--- config.mk ---
export PLATFORM = sky130hd
export DESIGN_NAME = lsu_flat
export DESIGN_NICKNAME = d
export VERILOG_FILES = /design/src/rtl/lsu_pkg.sv /design/src/rtl/lsu_if.sv /design/src/rtl/lsu_align.sv /design/src/rtl/lsu.sv /design/src/flat_wrapper.sv
export SDC_FILE = /design/constraint.sdc
export NUM_CORES = 1
export LEC_CHECK = 0
export CORE_UTILIZATION = 46
export CTS_BUF_LIST = sky130_fd_sc_hd__clkbuf_8
export CTS_CLUSTER_DIAMETER = 40
export DETAILED_ROUTE_END_ITERATION = 6
export PLACE_DENSITY = 0.91
export SLEW_MARGIN = 25
export SYNTH_ARGS = -nofsm -noshare
export SYNTH_HDL_FRONTEND = slang
export SYNTH_SLANG_ARGS = --single-unit
--- constraint.sdc ---
create_clock -name clk -period 2.7 [get_ports clk]
set_input_delay 0.405 -clock clk [delete_from_list [all_inputs] [get_ports clk]]
set_output_delay 0.405 -clock clk [all_outputs]
set_load 0.005 [all_outputs]
--- src/rtl/lsu_pkg.sv ---
// Shared definitions for the load/store unit and the memory device it drives:
// command encodings, RV32I load/store funct3 codes, fault causes and FSM states.
package lsu_pkg;

    localparam logic MEM_CMD_READ  = 1'b0;
    localparam logic MEM_CMD_WRITE = 1'b1;

    localparam logic [2:0] F3_B  = 3'd0;
    localparam logic [2:0] F3_H  = 3'd1;
    localparam logic [2:0] F3_W  = 3'd2;
    localparam logic [2:0] F3_BU = 3'd4;
    localparam logic [2:0] F3_HU = 3'd5;

    typedef enum logic [1:0] {
        CAUSE_NONE     = 2'd0,
        CAUSE_MISALIGN = 2'd1,
        CAUSE_ILLEGAL  = 2'd2,
        CAUSE_TIMEOUT  = 2'd3
    } cause_e;

    typedef enum logic [1:0] {
        ST_IDLE   = 2'd0,
        ST_ACCESS = 2'd1,
        ST_RESP   = 2'd2
    } state_e;

    // Stores only exist in B/H/W widths; loads additionally allow BU/HU.
    function automatic logic funct3_illegal(input logic [2:0] funct3, input logic store);
        return (funct3 == 3'd3) || (funct3[2:1] == 2'b11) || (store && funct3[2]);
    endfunction

endpackage

--- src/rtl/lsu_if.sv ---
// Core-side request/response channel of the load/store unit.
// master = execute stage, slave = LSU.
interface lsu_if;
    logic        req_valid;
    logic        req_ready;
    logic        req_store;
    logic [2:0]  req_funct3;
    logic [31:0] req_addr;
    logic [31:0] req_wdata;
    logic        resp_valid;
    logic        resp_ready;
    logic [31:0] resp_rdata;
    logic        resp_fault;
    logic [1:0]  resp_cause;

    modport master (
        output req_valid, req_store, req_funct3, req_addr, req_wdata, resp_ready,
        input  req_ready, resp_valid, resp_rdata, resp_fault, resp_cause
    );

    modport slave (
        input  req_valid, req_store, req_funct3, req_addr, req_wdata, resp_ready,
        output req_ready, resp_valid, resp_rdata, resp_fault, resp_cause
    );
endinterface

--- src/rtl/lsu_align.sv ---
// Combinational lane logic: byte mask, lane-shifted store data, extended load
// data and the illegal/misaligned classification of a request.
module lsu_align
    import lsu_pkg::*;
(
    input  logic [2:0]  funct3,
    input  logic        store,
    input  logic [1:0]  offset,
    input  logic [31:0] wdata,
    input  logic [31:0] rdata,
    output logic [3:0]  mask,
    output logic [31:0] wdata_lane,
    output logic [31:0] rdata_ext,
    output logic        misaligned,
    output logic        illegal
);
    logic [4:0]  shamt;
    logic [31:0] lane_bits;
    logic [31:0] shifted;

    assign shamt = {offset, 3'b000};

    always_comb begin
        case (funct3[1:0])
            2'd0:    mask = 4'b0001 << offset;
            2'd1:    mask = 4'b0011 << offset;
            default: mask = 4'b1111;
        endcase
    end

    genvar gi;
    generate
        for (gi = 0; gi < 4; gi++) begin : g_lane
            assign lane_bits[gi*8 +: 8] = {8{mask[gi]}};
        end
    endgenerate

    // mem ORs write data into the word, so bytes outside the mask must be zero.
    assign wdata_lane = (wdata << shamt) & lane_bits;
    assign shifted    = rdata >> shamt;

    assign illegal    = funct3_illegal(funct3, store);
    assign misaligned = ((funct3[1:0] == 2'd1) && offset[0]) ||
                        ((funct3[1:0] == 2'd2) && (offset != 2'd0));

    always_comb begin
        case (funct3)
            F3_B:    rdata_ext = {{24{shifted[7]}}, shifted[7:0]};
            F3_H:    rdata_ext = {{16{shifted[15]}}, shifted[15:0]};
            F3_BU:   rdata_ext = {24'd0, shifted[7:0]};
            F3_HU:   rdata_ext = {16'd0, shifted[15:0]};
            default: rdata_ext = shifted;
        endcase
    end
endmodule

--- src/rtl/lsu.sv ---
// Load/store unit: IDLE/ACCESS/RESP FSM, request latch, response registers and
// the read timeout counter in front of the memory device.
module lsu
    import lsu_pkg::*;
#(
    parameter int unsigned TIMEOUT = 15
) (
    input  logic        clk,
    input  logic        reset,
    lsu_if.slave        core,
    output logic [31:0] mem_addr,
    output logic [3:0]  mem_mask,
    output logic        mem_enable,
    output logic        mem_cmd,
    output logic [31:0] mem_wdata,
    input  logic [31:0] mem_rdata,
    input  logic        mem_valid
);
    localparam logic [7:0] TIMEOUT_CNT = 8'(TIMEOUT);

    state_e      state_reg;
    logic        store_reg;
    logic [2:0]  funct3_reg;
    logic [1:0]  offset_reg;
    logic [7:0]  wait_cnt_reg;
    logic        mem_enable_reg;
    logic        mem_cmd_reg;
    logic [31:0] mem_addr_reg;
    logic [31:0] mem_wdata_reg;
    logic [3:0]  mem_mask_reg;
    logic        resp_valid_reg;
    logic        resp_fault_reg;
    cause_e      resp_cause_reg;
    logic [31:0] resp_rdata_reg;

    logic        in_idle;
    logic        cur_store;
    logic [2:0]  cur_funct3;
    logic [1:0]  cur_offset;
    logic [3:0]  lane_mask;
    logic [31:0] lane_wdata;
    logic [31:0] load_data;
    logic        misaligned;
    logic        illegal;

    // One aligner serves both phases: the live request while IDLE, the latch afterwards.
    assign in_idle    = (state_reg == ST_IDLE);
    assign cur_store  = in_idle ? core.req_store       : store_reg;
    assign cur_funct3 = in_idle ? core.req_funct3      : funct3_reg;
    assign cur_offset = in_idle ? core.req_addr[1:0]   : offset_reg;

    lsu_align u_align (
        .funct3     (cur_funct3),
        .store      (cur_store),
        .offset     (cur_offset),
        .wdata      (core.req_wdata),
        .rdata      (mem_rdata),
        .mask       (lane_mask),
        .wdata_lane (lane_wdata),
        .rdata_ext  (load_data),
        .misaligned (misaligned),
        .illegal    (illegal)
    );

    always_ff @(posedge clk) begin
        if (!reset) begin
            state_reg      <= ST_IDLE;
            store_reg      <= 1'b0;
            funct3_reg     <= 3'd0;
            offset_reg     <= 2'd0;
            wait_cnt_reg   <= 8'd0;
            mem_enable_reg <= 1'b0;
            mem_cmd_reg    <= 1'b0;
            mem_addr_reg   <= 32'd0;
            mem_wdata_reg  <= 32'd0;
            mem_mask_reg   <= 4'd0;
            resp_valid_reg <= 1'b0;
            resp_fault_reg <= 1'b0;
            resp_cause_reg <= CAUSE_NONE;
            resp_rdata_reg <= 32'd0;
        end else begin
            case (state_reg)
                ST_IDLE: begin
                    if (core.req_valid) begin
                        store_reg    <= core.req_store;
                        funct3_reg   <= core.req_funct3;
                        offset_reg   <= core.req_addr[1:0];
                        wait_cnt_reg <= 8'd0;
                        if (illegal || misaligned) begin
                            state_reg      <= ST_RESP;
                            resp_valid_reg <= 1'b1;
                            resp_fault_reg <= 1'b1;
                            resp_cause_reg <= illegal ? CAUSE_ILLEGAL : CAUSE_MISALIGN;
                            resp_rdata_reg <= 32'd0;
                        end else begin
                            state_reg      <= ST_ACCESS;
                            mem_enable_reg <= 1'b1;
                            mem_cmd_reg    <= core.req_store ? MEM_CMD_WRITE : MEM_CMD_READ;
                            mem_addr_reg   <= {core.req_addr[31:2], 2'b00};
                            mem_mask_reg   <= lane_mask;
                            mem_wdata_reg  <= core.req_store ? lane_wdata : 32'd0;
                        end
                    end
                end
                ST_ACCESS: begin
                    if (store_reg || mem_valid || (wait_cnt_reg == TIMEOUT_CNT)) begin
                        state_reg      <= ST_RESP;
                        resp_valid_reg <= 1'b1;
                        mem_enable_reg <= 1'b0;
                        mem_cmd_reg    <= 1'b0;
                        mem_addr_reg   <= 32'd0;
                        mem_wdata_reg  <= 32'd0;
                        mem_mask_reg   <= 4'd0;
                        if (store_reg || mem_valid) begin
                            resp_fault_reg <= 1'b0;
                            resp_cause_reg <= CAUSE_NONE;
                            resp_rdata_reg <= store_reg ? 32'd0 : load_data;
                        end else begin
                            resp_fault_reg <= 1'b1;
                            resp_cause_reg <= CAUSE_TIMEOUT;
                            resp_rdata_reg <= 32'd0;
                        end
                    end else begin
                        wait_cnt_reg <= wait_cnt_reg + 8'd1;
                    end
                end
                ST_RESP: begin
                    if (core.resp_ready) begin
                        state_reg      <= ST_IDLE;
                        resp_valid_reg <= 1'b0;
                        resp_fault_reg <= 1'b0;
                        resp_cause_reg <= CAUSE_NONE;
                        resp_rdata_reg <= 32'd0;
                    end
                end
                default: state_reg <= ST_IDLE;
            endcase
        end
    end

    // Gating with reset keeps a store in flight from writing on the reset edge.
    assign core.req_ready  = reset && in_idle;
    assign core.resp_valid = resp_valid_reg;
    assign core.resp_fault = resp_fault_reg;
    assign core.resp_cause = resp_cause_reg;
    assign core.resp_rdata = resp_rdata_reg;
    assign mem_enable      = reset && mem_enable_reg;
    assign mem_cmd         = reset && mem_cmd_reg;
    assign mem_addr        = reset ? mem_addr_reg  : 32'd0;
    assign mem_mask        = reset ? mem_mask_reg  : 4'd0;
    assign mem_wdata       = reset ? mem_wdata_reg : 32'd0;
endmodule

--- src/flat_wrapper.sv ---
// flat-port wrapper written by rule: the top's interface ports become plain ports
module lsu_flat import lsu_pkg::*;
#(
    parameter int unsigned TIMEOUT = 15
)
  (clk, reset, mem_addr, mem_mask, mem_enable, mem_cmd, mem_wdata, mem_rdata, mem_valid, core_req_valid, core_req_store, core_req_funct3, core_req_addr, core_req_wdata, core_resp_ready, core_req_ready, core_resp_valid, core_resp_rdata, core_resp_fault, core_resp_cause);
  lsu_if core_i ();
  input  logic clk;
  input  logic reset;
  output logic [31:0] mem_addr;
  output logic [3:0] mem_mask;
  output logic mem_enable;
  output logic mem_cmd;
  output logic [31:0] mem_wdata;
  input  logic [31:0] mem_rdata;
  input  logic mem_valid;
  input wire logic [$bits(core_i.req_valid)-1:0] core_req_valid;
  input wire logic [$bits(core_i.req_store)-1:0] core_req_store;
  input wire logic [$bits(core_i.req_funct3)-1:0] core_req_funct3;
  input wire logic [$bits(core_i.req_addr)-1:0] core_req_addr;
  input wire logic [$bits(core_i.req_wdata)-1:0] core_req_wdata;
  input wire logic [$bits(core_i.resp_ready)-1:0] core_resp_ready;
  output wire logic [$bits(core_i.req_ready)-1:0] core_req_ready;
  output wire logic [$bits(core_i.resp_valid)-1:0] core_resp_valid;
  output wire logic [$bits(core_i.resp_rdata)-1:0] core_resp_rdata;
  output wire logic [$bits(core_i.resp_fault)-1:0] core_resp_fault;
  output wire logic [$bits(core_i.resp_cause)-1:0] core_resp_cause;
  assign core_i.req_valid = core_req_valid;
  assign core_i.req_store = core_req_store;
  assign core_i.req_funct3 = core_req_funct3;
  assign core_i.req_addr = core_req_addr;
  assign core_i.req_wdata = core_req_wdata;
  assign core_i.resp_ready = core_resp_ready;
  assign core_req_ready = core_i.req_ready;
  assign core_resp_valid = core_i.resp_valid;
  assign core_resp_rdata = core_i.resp_rdata;
  assign core_resp_fault = core_i.resp_fault;
  assign core_resp_cause = core_i.resp_cause;
  lsu #(.TIMEOUT(TIMEOUT)) u_core (.clk(clk), .reset(reset), .core(core_i), .mem_addr(mem_addr), .mem_mask(mem_mask), .mem_enable(mem_enable), .mem_cmd(mem_cmd), .mem_wdata(mem_wdata), .mem_rdata(mem_rdata), .mem_valid(mem_valid));
endmodule
Word level (Yosys, flattened, before mapping):

Cells that the tools add are included.

* add/subtract/negate cells: 1
* multipliers: 0
* divide/modulo/power cells: 0
* order comparisons: 0
* equal/unequal tests: 16
* shift operators: 4
* mux-type cells: 57
* bitwise gates (word level): 1
* reductions and logical operators: 23

Operators by type and width (number)
* 32-bit two-way mux: 14
* 32-bit one-hot mux with 2 select lines: 2
* 32-bit one-hot mux with 4 select lines: 1
* 32-bit one-hot mux with 3 select lines: 1
* 32-bit bitwise AND: 1
* 32-bit by 5-bit left shift with 32-bit output: 1
* 32-bit by 5-bit >> shifter with 32-bit output: 1
* 2-bit two-way mux: 10
* 4-bit two-way mux: 4
* 8-bit two-way mux: 2
* 4-bit one-hot mux with 2 select lines: 2
* 8-bit one-hot mux with 2 select lines: 1
* 1-bit two-way mux: 13
* 2-bit one-hot mux with 3 select lines: 2
* 2-bit inequality test, second input constant: 5
* 8-bit by 1-bit adder with 8-bit output, second input constant: 1
* 8-bit by 4-bit equality test with 1-bit output, second input constant: 1
* 2-bit equality test, second input constant: 3
* 3-bit equality test, second input constant: 2
* 1-bit logical AND: 6
* 1-bit logical OR: 6
* 1-bit one-hot mux with 3 select lines: 2
* 3-bit AND reduction: 2
* 5-bit AND reduction: 1
* 14 further kinds: 18

* bits in registers: 122
* latch bits: 0
* RAM bits: 0
* ROM bits: 0
* bits of input ports: 105
* memories: 0

Depth between registers and ports, before layout:

* depth after elaboration: 9
* gate-level depth with buffers: 10
* mapped depth without buffers: 7

Modules after synthesis:

A second synthesis with hierarchy kept.

* cells, all modules: 726
* area, all modules: 6510.0 µm²

Modules (own cells, without submodules)
* lsu: times used 1, cells an instance 506, area an instance 4948.5 µm², seq. area each 2402.3 µm²
* lsu_align: times used 1, cells an instance 220, area an instance 1561.5 µm², seq. area each 0.0 µm²

Least setup slack after synthesis:

OpenSTA, ideal clock, no wires.

* path kind: reg2reg
* from: register u_core.state_reg[0]
* to: register u_core.resp_rdata_reg[22] (netlist: u_core.core.resp_rdata[22])
* library setup time: 0.117 ns
* data arrival time: 2.212 ns
* required time: 2.583 ns
* slack: 0.371 ns
* stages on the path, launching flop included: 9
* path buffers: 1
* period minus slack after synthesis: 2.329 ns
* path through: dfxtp_1 -> inv_1 -> ha_1 -> mux2i_1 -> mux2_2 -> a221o_1 -> o21a_1 -> buf_2 -> a22o_1

* cells in the longest elaborated chain, start to end: 8

RTL lines
* from (decl): RTL line lsu.sv:21 `state_e state_reg;`
* from (signal assigned): RTL line lsu.sv:67 `state_reg <= ST_IDLE;`
* from (signal assigned): RTL line lsu.sv:90 `state_reg <= ST_RESP;`
* from (signal assigned): RTL line lsu.sv:96 `state_reg <= ST_ACCESS;`
* 2-bit logical NOT: RTL line lsu.sv:47, lsu.sv:82
* 2-bit two-way mux / 3-bit two-way mux (equally long branches): RTL line lsu.sv:50, lsu.sv:49
* 32-bit by 5-bit >> shifter with 32-bit output, or another cell as far along: RTL line lsu_align.sv:40 `assign shifted = rdata >> shamt;`
* 32-bit one-hot mux with 4 select lines, or another cell as far along: RTL line lsu_align.sv:47 `case (funct3)`
* 32-bit two-way mux, or another cell as far along: RTL line lsu.sv:117 `resp_rdata_reg <= store_reg ? 32'd0 : load_data;`
* 32-bit two-way mux / 1-bit logical OR (equally long branches): RTL line lsu.sv:114, lsu.sv:89
* 32-bit two-way mux / 2-bit inequality test (equally long branches)
* 32-bit one-hot mux with 3 select lines / 5-bit AND reduction (equally long branches)
* to (signal assigned): RTL line lsu.sv:117
* to (decl): RTL line lsu.sv:34 `logic [31:0] resp_rdata_reg;`

Parallel ways exist; a longest one is shown, timed or not. The select of a mux whose other input is x is not followed.
A chain may end at the register's enable or synchronous reset.

Worst setup path in the final report:

* from: register u_core.state_reg[0]
* to: register u_core.resp_rdata_reg[30] (netlist: u_core.core.resp_rdata[30])

Same word-level chain as after synthesis.

==> results_dict.tcl <==
set metrics [dict create \
    dp.final_hpwl_mm 13.60 \
    hold_path_end "u_core.core.resp_valid" \
    run_status "complete, no violations" \
    post_layout_nonfiller_instances 1013 \
    clock-skew-final_ns 0.01044 \
    cp_top_family "compound AO/OA/AOI/OAI gates" \
    grt_overflow 0 \
    rsz0062_at_grt "false" \
    grt_first_pass_wirelength_mm 29.13 \
    netlist_area_um2 5768 \
    cts.sinks 120 \
    cp-end-kind "flop" \
    antenna_left 0 \
    hold_path.startpoint "reset" \
    holdPathStages 3 \
    synthTopCellsByCount "dfxtp_1, nand2_1, and2_1, a22o_1, mux2i_1" \
    gp_congestion 0.8795 \
    dp_cells 981 \
    path_buf_inv 2 \
    wl_per_cell_um 18.63 \
    synth_top_area_cell "dfxtp_1" \
    fp-row-count 40 \
    ff2ff_path_depth 7 \
    synth.avg_cell_area_um2 9.425 \
    track_usage_pct 28.56 \
    period_needed_ns 2.552 \
    totalWireLength_mm 18.88 \
    cts_tree "built" \
    r2r_slack_ns 0.15 \
    slowest_stage "mux2_2" \
    avgViaCountPerCell 5.734 \
    numCtsBuffers 17 \
    yosysMostFrequentCell "dfxtp_1" \
    synth_top_area_share_pct 41.65 \
    clk_latency_ns 0.45 \
    yosysSeqAreaShare_pct 41.65 \
    worstPathRequired_ns 3.04 \
    total_leakage_power_nw 3.448 \
    coreArea_um2 12110 \
    r2r-end "u_core.core.resp_rdata[30]" \
    antenna_found_initial 0 \
    crit_chain "inv_1 > ha_2 > buf_4 > mux2_2 > a221o_1 > o21a_1 > a22o_1" \
    drv_cap 0 \
    tns_ns 0 \
    tightestPinTransition_ns 0.7152 \
    top_layer_used "met4" \
    hold_violations 0 \
    route.met3.wl_mm 1.256 \
    die_x_um 114.0 \
    vias 5809 \
    synthCells 612 \
    numPortBuffers 209 \
    h-tree-depth 4 \
    p_per_area_nw_per_um2 613.2 \
    slew_viol_final 0 \
    placed_area_um2 8195 \
    n_antenna_cell 0 \
    cts_max_path_buffers 2 \
    relSlewSlack_pct 51.09 \
    synth.area.top_cells "dfxtp_1, a22o_1, mux2i_1, and2_1, nand2_1" \
    setup_viol 0 \
    die_h_um 114.0 \
    die_area_um2 12990 \
    grt_pass1_vias 5765 \
    io_pins 212 \
    r2r_start "u_core.state_reg[0]" \
    synth_cell_types 54 \
    start_util_pct 47.62 \
    drive_gt1_share_pct 11.01 \
    synth_ff_type "dfxtp_1" \
    criticalPathCategory "reg2reg" \
    fin_util_pct 71.04 \
    grt_max_degree 47 \
    area_delta_synth_final_pct 49.18 \
    start_kind "flop" \
    critPathArrivalTime_ns 2.89 \
    wl_met1_mm 7.766 \
    post-route-period-util_pct 94.51 \
    drt_first_pass_iters 5 \
    crit_path_max_incr_delay_ns 0.46 \
    clk_pin_slew_ns 0.07 \
    synth_enable_flop_cells 0 \
    synth-seq-cells 120 \
    cts_root_buf "clkbuf_8" \
    critPathMaxFanout 24 \
    design_area_um2 8605 \
    fmax_mhz 391.9 \
    finalNetCount 941 \
    post_cts_buffers 0 \
    async_flop_share_pct 0 \
    wl_met2_mm 9.293 \
    drt_iter0_markers 563 \
    min_path_type "in2reg" \
    hold_ws_ns 0.4495 \
    drc 0 \
    yosys_warnings 0 \
    ir_drop_mv 0.4276 \
]
==> tightest hold or removal path, delay by kind of cell <==
kind | cells | cell delay [ns]
buf+inv | 2 | 0.32
compound gates | 1 | 0.12
==> cell families (layout without fill, tap and decap cells) <==
logic type	after synthesis	in the layout	synth area share, %
AOI/OAI and AO/OA	174	174	24.84
xor gates and xnor gates	4	4	0.6073
adders and majority gates	4	4	0.8677
buffers and inverters	55	287	4.208
DFF	120	120	41.65
muxes	59	59	10.48
other	1	2	0.06501
and+or+nand+nor	195	195	17.29
==> power by group <==
part | switching [mW] | internal [mW]
logic | 0.887 | 0.780
registers | 0.0479 | 1.89
clock network | 0.743 | 0.924
total | 1.68 | 3.60
==> placed cells by master, fill, tap and decap left out, types with 3 or more instances in the layout <==
cell type | netlist | routed
clkdlybuf4s50_1 | 0 | 208
dfxtp_1 | 120 | 120
nand2_1 | 74 | 74
and2_1 | 71 | 71
a22o_1 | 63 | 63
mux2i_1 | 48 | 46
buf_4 | 4 | 34
o21ai_0 | 21 | 21
o2bb2ai_1 | 19 | 19
clkbuf_8 | 0 | 18
nor2_1 | 16 | 16
a32o_1 | 15 | 15
inv_1 | 9 | 11
mux2_2 | 11 | 11
nand3_1 | 9 | 9
a21oi_1 | 8 | 8
a222oi_1 | 8 | 8
a21boi_0 | 8 | 7
nor2b_1 | 7 | 6
a211oi_1 | 5 | 5
clkinvlp_4 | 0 | 5
xnor2_1 | 4 | 4
a31o_2 | 3 | 3
o211a_1 | 3 | 3
and3_1 | 3 | 3
ha_1 | 4 | 3
bufinv_16 | 0 | 3
clkinv_2 | 0 | 3
buf_12 | 0 | 3
==> cell type report <==
class                           instances  area, um^2
Fill cell                             876        3507
Multi-Input combinational cell        438        3149
Sequential cell                       120        2402
Timing Repair Buffer                  246        2402
Clock buffer                           18       247.7
Tap cell                              168       210.2
Clock inverter                         14       158.9
Inverter                                9       33.78
==> metrics by stage <==
step	worst slack, ns	power (mW)
2_1_floorplan	0.3711	2.933
3_3_place_gp	0.04113	3.533
3_5_place_dp	-0.00009970	3.603
4_1_cts	0.04624	5.261
5_1_grt	0.05653	5.501
6_report	0.1482	5.276
==> repair_timing <==
item,4_1_cts,5_1_grt
hold buffers,0,0
setup endpoints to repair,0,92
gates resized for setup,0,2
==> per-layer routing <==
metal  vias up  track usage [%]
met1      2785            34.35
li1       2684                -
met5         -                0
met2       287            48.24
met3        53            6.057
met4         0            14.29
==> worst max path at each step <==
| stage | from | end | cells after the start | slack (ns) |
|---|---|---|---|---|
| 3_5_place_dp | core_req_addr[0] | u_core.mem_wdata_reg[24] | 9 | -0.0001 |
| 5_1_grt | u_core.state_reg[1] | u_core.core.resp_rdata[12] | 8 | 0.06 |
| 4_1_cts | u_core.state_reg[0] | u_core.wait_cnt_reg[4] | 8 | 0.05 |
| 6_report | u_core.state_reg[0] | u_core.core.resp_rdata[30] | 7 | 0.15 |
| 3_3_place_gp | core_req_addr[1] | u_core.mem_wdata_reg[19] | 6 | 0.04 |
| 2_1_floorplan | u_core.state_reg[0] | u_core.core.resp_rdata[22] | 8 | 0.37 |
No activity file was read; power rests on OpenSTA's default activity.
